<file path="src/rtl/clkdiv_init_ctrl.sv">
// Power-up, reset and CALIB slip sequencer for the CLKDIV divider in the LVDS/SER-DES path.
// All outputs are registered; one down-counter times every state and is reloaded on state entry.
//
// state     | meaning
// WAIT_LOCK | divider held in reset, counting consecutive pll_lock highs
// DIV_RST   | lock stable, clkdiv_resetn held low for RST_CYCLES
// SETTLE    | divider released, waiting for the divided clock to settle
// READY     | divided clock valid, accepting slip requests / auto alignment
// CALIB     | clkdiv_calib high for CALIB_WIDTH cycles (one phase slip)
// GAP       | quiet time after a slip before align_ok is trusted again
`timescale 1ns/1ps
module clkdiv_init_ctrl #(
   parameter int LOCK_STABLE   = 64,
   parameter int RST_CYCLES    = 16,
   parameter int SETTLE_CYCLES = 32,
   parameter int CALIB_WIDTH   = 2,
   parameter int CALIB_GAP     = 16,
   parameter int MAX_CALIB     = 5
) (
   input  logic       clk,
   input  logic       rst,
   input  logic       pll_lock,
   input  logic       auto_align,
   input  logic       align_req,
   input  logic       align_ok,
   output logic       clkdiv_resetn,
   output logic       clkdiv_calib,
   output logic       ready,
   output logic [3:0] calib_count,
   output logic       align_fail,
   output logic       lock_lost
);

   localparam int TW = 8;
   localparam logic [TW-1:0] LOCK_LD   = TW'(LOCK_STABLE - 1);
   localparam logic [TW-1:0] RST_LD    = TW'(RST_CYCLES - 1);
   localparam logic [TW-1:0] SETTLE_LD = TW'(SETTLE_CYCLES - 1);
   localparam logic [TW-1:0] CALW_LD   = TW'(CALIB_WIDTH - 1);
   localparam logic [TW-1:0] GAP_LD    = TW'(CALIB_GAP - 1);
   localparam logic [3:0]    MAXC      = 4'(MAX_CALIB);

   typedef enum logic [2:0] {
      S_WAIT_LOCK,
      S_DIV_RST,
      S_SETTLE,
      S_READY,
      S_CALIB,
      S_GAP
   } state_t;

   state_t        state, state_nxt;
   logic [TW-1:0] tmr, tmr_nxt;
   logic [3:0]    count_nxt;
   logic          fail_nxt;
   logic          lost_nxt;
   logic          tmr_done;
   logic          slip;

   assign tmr_done = (tmr == '0);

   always_comb begin
      state_nxt = state;
      tmr_nxt   = tmr_done ? '0 : tmr - TW'(1);
      count_nxt = calib_count;
      fail_nxt  = align_fail;
      lost_nxt  = lock_lost;
      slip      = 1'b0;

      case (state)
         S_WAIT_LOCK: begin
            if (!pll_lock) begin
               tmr_nxt = LOCK_LD;
            end else if (tmr_done) begin
               state_nxt = S_DIV_RST;
               tmr_nxt   = RST_LD;
               count_nxt = '0;
               fail_nxt  = 1'b0;
            end
         end
         S_DIV_RST: begin
            if (tmr_done) begin
               state_nxt = S_SETTLE;
               tmr_nxt   = SETTLE_LD;
            end
         end
         S_SETTLE: begin
            if (tmr_done) state_nxt = S_READY;
         end
         S_READY: begin
            if (auto_align) begin
               if (!align_ok) begin
                  if (calib_count < MAXC) slip = 1'b1;
                  else                    fail_nxt = 1'b1;
               end
            end else if (align_req) begin
               slip = 1'b1;
            end
            if (slip) begin
               state_nxt = S_CALIB;
               tmr_nxt   = CALW_LD;
               count_nxt = (calib_count == 4'hf) ? calib_count : calib_count + 4'd1;
            end
         end
         S_CALIB: begin
            if (tmr_done) begin
               state_nxt = S_GAP;
               tmr_nxt   = GAP_LD;
            end
         end
         S_GAP: begin
            if (tmr_done) state_nxt = S_READY;
         end
         default: begin
            state_nxt = S_WAIT_LOCK;
            tmr_nxt   = LOCK_LD;
         end
      endcase

      // Losing lock outranks everything decided above, including a same-cycle slip or fail.
      if (state != S_WAIT_LOCK && !pll_lock) begin
         state_nxt = S_WAIT_LOCK;
         tmr_nxt   = LOCK_LD;
         count_nxt = calib_count;
         fail_nxt  = align_fail;
         if (state == S_READY || state == S_CALIB || state == S_GAP) lost_nxt = 1'b1;
      end
   end

   always_ff @(posedge clk) begin
      if (rst) begin
         state         <= S_WAIT_LOCK;
         tmr           <= LOCK_LD;
         clkdiv_resetn <= 1'b0;
         clkdiv_calib  <= 1'b0;
         ready         <= 1'b0;
         calib_count   <= '0;
         align_fail    <= 1'b0;
         lock_lost     <= 1'b0;
      end else begin
         state         <= state_nxt;
         tmr           <= tmr_nxt;
         clkdiv_resetn <= (state_nxt == S_SETTLE) || (state_nxt == S_READY) ||
                          (state_nxt == S_CALIB)  || (state_nxt == S_GAP);
         clkdiv_calib  <= (state_nxt == S_CALIB);
         ready         <= (state_nxt == S_READY);
         calib_count   <= count_nxt;
         align_fail    <= fail_nxt;
         lock_lost     <= lost_nxt;
      end
   end

endmodule

</file>
<file path="config.mk">
export PLATFORM = sky130hd
export DESIGN_NAME = clkdiv_init_ctrl
export DESIGN_NICKNAME = d
export VERILOG_FILES = /design/src/rtl/clkdiv_init_ctrl.sv
export SDC_FILE = /design/constraint.sdc
export NUM_CORES = 1
export LEC_CHECK = 0
export ABC_CLOCK_PERIOD_IN_PS = 1850
export CAP_MARGIN = 20
export CORE_ASPECT_RATIO = 0.8
export CORE_MARGIN = 3
export CORE_UTILIZATION = 53
export CTS_CLUSTER_DIAMETER = 80
export DETAILED_ROUTE_END_ITERATION = 8
export GPL_TIMING_DRIVEN = 0
export PLACE_DENSITY = 0.77
export SETUP_SLACK_MARGIN = 0.4
export SLEW_MARGIN = 10
export SYNTH_ARGS = -nofsm -noshare
export SYNTH_HDL_FRONTEND = slang
export SYNTH_SLANG_ARGS = --single-unit
</file>
<file path="constraint.sdc">
create_clock -name clk -period 1.85 [get_ports clk]
set_input_delay 0.37 -clock clk [delete_from_list [all_inputs] [get_ports clk]]
set_output_delay 0.37 -clock clk [all_outputs]
set_load 0.02 [all_outputs]
</file>
==> qor.txt, run 1 <==
GRT Total Usage: 0.291
DR vias: 1380
met3 WL: 586 um
iteration count of the initial detailed-routing pass: 5
min-delay src: lock_lost
Area Overhead vs Synth: 55.9%
Worst Slack Setup Final: 0.0907 ns
hold path cells: 2
fmax: 568 MHz
R2R setup slack: 0.09 ns
CP Cell Sequence: inv_2 > ha_4 > nor3b_4 > and2_4 > buf_6 > o221ai_4 > buf_4 > nand3_2 > and2_1
Clock Skews: 0.00376 ns
first-pass GRT wire length: 5980 um
synthesized cell area: 1170 sq um
initial core utilization: 0.592
DRC Markers: 0
sequential standard cell area: 415 sq um
max incr delay on CP: 0.38 ns
Slew HR: 0.626
HPWL after DPL: 1910 um
Post-synth EDFFs: 0
Clock Sinks: 20
Seq cells post-synth: 20
vias in the first global route: 1225
CP arrival: 1.99 ns
Final setup viols: 0
initial antenna violation count: 0
Gate Count Post-Synth: 139
fin. max-slew vios: 0
die area: 2810 sq um
vias per cell: 6.67
clock latency on the worst-skew pair: 0.32 ns
Avg Inst Size Synth: 8.43 sq um
# port buffers: 13
max_cap viols: 0
clk buf depth: 2
pwr/cell area: 403 nW/um^2
largest net degree at the start of global routing: 12
Final Hold Violating Endpoints: 0
pre-CTS WS: -0.232 ns
syn nets: 149
post-route clock period utilization: 0.951
Syn. warnings: 0
Required @ worst endpoint: 2.08 ns
minimum clock period: 1.76 ns
asr flop ratio synth: 0
Hold WS: 0.513 ns
Die H: 48.0 um
Critical R2R Launch: tmr[1]
Final nets: 194
H-tree lvl count: 1
Core Footprint: 1980 sq um
HP Class: reg -> reg
CTS tree: built
crit path kind: reg -> reg
CP Capture Type: flip-flop
CTS buffer count: 3
Die W: 58.6 um
commonest non-fill, non-tap cell in the layout: buf_4
worst-case hold path end point: lock_lost
Worst IR Drop VDD: 0.000538 V
sequential element share of the synthesized area: 0.342
row count: 14
highest metal used: met4
layout cell share with drive strength beyond 1: 0.464
slowest CP cell: dfxtp_2
drt wl/cell: 22.0 um
IO Pins: 15
clock slew at reported path FFs: 0.12 ns
Startpoint Class: flip-flop
outcome: complete, no violations
P_leak: 0.000765 uW
top_reg_cell synth: dfxtp_1
Worst R2R End: state[0]
Congestion Overflow GR: 0
synth unique cells: 46
worst-case reg-to-reg path depth: 9
# diodes: 0
RePlAce Congestion: 0.837
Fill cells: 75
Fin Setup TNS: 0 ns
area taken by multi-input logic gates: 946 sq um
total wire length: 4560 um
Detail Route Antenna Nets: 0
post-layout power: 736 uW
met2 WL: 2040 um
RSZ-0062 raised after global routing: true
Slew @ Worst Pin: 0.557 ns
root buffer cell: clkbuf_4
CP max FO: 7
Metal-1 WL: 1660 um
Iter 0 DRT Violations: 174
commonest non-fill, non-tap cells in the layout: buf_4 (25), nor2_1 (14), nand2_1 (12), dfxtp_1 (12), dlygate4sd2_1 (9)
## cell usage after synthesis (all sizes together) (2+ instances only)
master | instances | share of area
a21oi | 4 | 0.020
nand2b | 6 | 0.032
nand2 | 13 | 0.042
buf | 5 | 0.036
nor4 | 2 | 0.024
a41o | 3 | 0.027
nand3 | 7 | 0.030
dfxtp | 20 | 0.34
and2 | 5 | 0.028
nor2 | 17 | 0.054
nor3 | 2 | 0.013
inv | 8 | 0.026
a31oi | 2 | 0.011
nand4 | 2 | 0.011
nor2b | 3 | 0.016
o21ai | 8 | 0.034
xnor2 | 2 | 0.015
and3 | 3 | 0.017
ha | 4 | 0.043
nor3b | 2 | 0.017
and3b | 2 | 0.015
xor2 | 4 | 0.030
## cells by family (layout without fill, tap and decap cells)
group | count (synthesis) | count (layout) | synth area share
simple gates | 64 | 64 | 0.298
compound gates | 31 | 31 | 0.207
flops | 20 | 20 | 0.342
buf+inv | 14 | 58 | 0.0652
xor+xnor | 6 | 6 | 0.0449
fa+ha+maj | 4 | 4 | 0.0427
## routing by layer
metal / track usage / up-vias
li1: - / 581
met1: 0.357 / 626
met2: 0.501 / 128
met3: 0.0916 / 45
met4: 0.0833 / 0
met5: 0 / -
## state kept, by name, indices dropped and copies added (netlist names)
signal	cells
lock_lost	1
tmr	8
ready	1
clkdiv_calib	1
state	3
align_fail	1
clkdiv_resetn	1
calib_count	4
## where the power goes
part | leakage [uW] | switching (uW) | internal (uW) | total [uW]
clock network | 0.0000154 | 148 | 79.3 | 227
logic | 0.000586 | 44.1 | 32.3 | 76.4
registers | 0.000163 | 2.14 | 430 | 432
## area by class of cell
cell class / instances / area share
Timing Repair Buffer: 40 / 0.177
Clock inverter: 1 / 0.00206
Inverter: 8 / 0.0192
Tap cell: 24 / 0.0164
Sequential cell: 20 / 0.228
Buffer: 6 / 0.0274
Clock buffer: 3 / 0.0123
Multi-Input combinational cell: 105 / 0.518
## worst max-delay path by stage
stage | startpoint | endpoint | slack [ns] | cells after the start
2_1_floorplan | calib_count[0] | calib_count[2] | 0.32 | 8
3_3_place_gp | auto_align | ready | -0.23 | 7
3_5_place_dp | auto_align | ready | -0.23 | 7
4_1_cts | tmr[1] | clkdiv_calib | 0.18 | 8
5_1_grt | tmr[1] | tmr[6] | -0.01 | 8
6_report | tmr[1] | state[0] | 0.09 | 9
## per-stage QoR
step | cells | instance area [sq um] | util
6_report | 207 | 1830 | 0.922
3_3_place_gp | 176 | 1400 | 0.705
5_1_grt | 207 | 1830 | 0.922
3_5_place_dp | 176 | 1400 | 0.705
4_1_cts | 199 | 1690 | 0.854
2_1_floorplan | 139 | 1240 | -
## worst max-delay path: cells and delay by family, from the launching register on
family / cells / cell delay [ns]
AOI/OAI and AO/OA: 1 / 0.24
and+or+nand+nor: 4 / 0.53
buffers and inverters: 3 / 0.35
DFF: 1 / 0.38
adders and majority gates: 1 / 0.15
## timing repair
item / CTS / global route
hold buffers: 0 / 0
pin swaps: 14 / 16
endpoints found under the setup margin: 27 / 21
gates resized for setup: 42 / 22
setup buffers: 19 / 8
Power figures use the tool's default switching activity.
==> run 2: changes to the inputs <==
--- a/config.mk
+++ b/config.mk
@@ -8,9 +8,9 @@
 export ABC_CLOCK_PERIOD_IN_PS = 1850
 export CAP_MARGIN = 20
 export CORE_ASPECT_RATIO = 0.8
-export CORE_MARGIN = 3
+export CORE_MARGIN = 4
 export CORE_UTILIZATION = 53
-export CTS_CLUSTER_DIAMETER = 80
+export CTS_CLUSTER_DIAMETER = 150
 export DETAILED_ROUTE_END_ITERATION = 8
 export GPL_TIMING_DRIVEN = 0
 export PLACE_DENSITY = 0.77
==> run 2 against run 1 <==
  * Register-to-register slack gained 0.04 ns
  * Largest power group unchanged
  * Critical path type unchanged
  * Critical path depth shrank 1
  * Largest cell class unchanged
  * Total power shrank 4.0%
  * Sequential power is essentially flat
==> qor.txt, run 2 (synthesis results as in run 1) <==
Slew HR: 0.716
Largest Register: tmr
Clock Skews: 0.00556 ns
row count: 14
commonest non-fill, non-tap cells in the layout: buf_4 (18), nor2_1 (16), nand2_1 (12), dfxtp_1 (12)
CP max FO: 8
post-layout power: 707 uW
clock slew at reported path FFs: 0.11 ns
pre-CTS WS: -0.267 ns
Congestion Overflow GR: 0
GRT Total Usage: 0.223
Required @ worst endpoint: 2.06 ns
total wire length: 3250 um
P_leak: 0.000709 uW
pwr/cell area: 422 nW/um^2
Post-Layout Cell Count: 198
# diodes: 0
Final nets: 185
max reg flops: 8
Area after DPL: 1400 sq um
Worst Slack Setup Final: 0.135 ns
Final Hold Violating Endpoints: 0
largest net degree at the start of global routing: 12
iteration count of the initial detailed-routing pass: 6
CTS buffer count: 3
Final setup viols: 0
HPWL after DPL: 2010 um
post-route clock period utilization: 0.927
layout cell share with drive strength beyond 1: 0.408
Slew @ Worst Pin: 0.427 ns
vias in the first global route: 1036
top flop regs: tmr x8, calib_count x4, state x3
RSZ-0062 raised after global routing: true
sequential standard cell area: 415 sq um
Area Overhead vs Synth: 42.8%
Fill cells: 109
DR vias: 1150
RePlAce Congestion: 0.812
fin. max-slew vios: 0
vias per cell: 5.81
drt wl/cell: 16.4 um
root buffer cell: clkbuf_4
HP Class: in -> reg
area taken by multi-input logic gates: 861 sq um
outcome: complete, no violations
Post-Place Cells: 176
clk buf depth: 2
CP Capture Type: flip-flop
clock latency on the worst-skew pair: 0.30 ns
Util after Layout: 0.845
max_cap viols: 0
initial core utilization: 0.592
# port buffers: 13
IO Pins: 15
CTS tree: built
CP arrival: 1.92 ns
Detail Route Antenna Nets: 0
crit path kind: reg -> reg
die area: 3030 sq um
minimum clock period: 1.72 ns
Die H: 50.0 um
Worst IR Drop VDD: 0.000621 V
first-pass GRT wire length: 5110 um
Clock Sinks: 20
Iter 0 DRT Violations: 89
DRC Markers: 0
Core Footprint: 1980 sq um
fin area: 1670 sq um
commonest non-fill, non-tap cell in the layout: buf_4
initial antenna violation count: 0
H-tree lvl count: 1
fmax: 583 MHz
Startpoint Class: flip-flop
Die W: 60.6 um
==> run 2: changes by cell type in the layout (fill, tap and decap cells not counted), sizes merged <==
cell          delta
clkbuf           +2
dlymetal6s2s     +2
dlygate4sd2      -3
buf              -9
clkinv           -1
==> run 2: cell type report <==
cell class / instances / share of cell area
Buffer: 6 / 0.0322
Clock buffer: 4 / 0.0157
Multi-Input combinational cell: 105 / 0.515
Inverter: 8 / 0.0209
Sequential cell: 20 / 0.248
Timing Repair Buffer: 31 / 0.150
Tap cell: 24 / 0.0180
==> run 2: what timing repair did <==
| action | in CTS | in global routing |
|---|---|---|
| setup endpoints to repair | 27 | 22 |
| pin swaps | 9 | 3 |
| gates resized for setup | 34 | 19 |
| hold buffers | 0 | 0 |
| buffers inserted | 13 | 5 |
==> run 2: report_power, final <==
part | internal [uW] | leakage, uW | switching [uW]
Clock | 84.0 | 0.0000150 | 132
Sequential | 430 | 0.000162 | 1.63
Combinational | 26.6 | 0.000532 | 32.8
Total | 540 | 0.000709 | 166
==> run 2: metrics by stage <==
step | hold slack (ns) | setup TNS, ns
after floorplan | 0.442 | 0
after global placement | 0.457 | -2.24
after detailed placement | 0.521 | -2.56
after CTS | 0.518 | 0
after global routing | 0.487 | 0
final | 0.483 | 0
==> run 2: critical path, stage by stage, from the launching register on <==
cell and delay (ns):
dfxtp_2 0.34, inv_2 0.08, ha_4 0.12, nor3b_4 0.23
buf_4 0.17, nand3_2 0.09, a21oi_4 0.27, a31oi_1 0.13
a41o_1 0.20
==> run 2: final timing paths <==
check	cells past startpoint	to	start	slack (ns)
worst min register to register	2	calib_count[3]	calib_count[3]	0.52
worst min-delay path	3	align_fail	align_ok	0.48
worst max register to register	8	calib_count[2]	tmr[0]	0.13
worst max-delay path	8	calib_count[2]	tmr[0]	0.13
==> run 2: layer usage <==
metal,global-route usage,share of wire,vias up
met3,0.0548,0.065,8
met5,0,0,-
met4,0.0217,0.015,0
li1,-,-,562
met2,0.365,0.46,49
met1,0.304,0.46,531
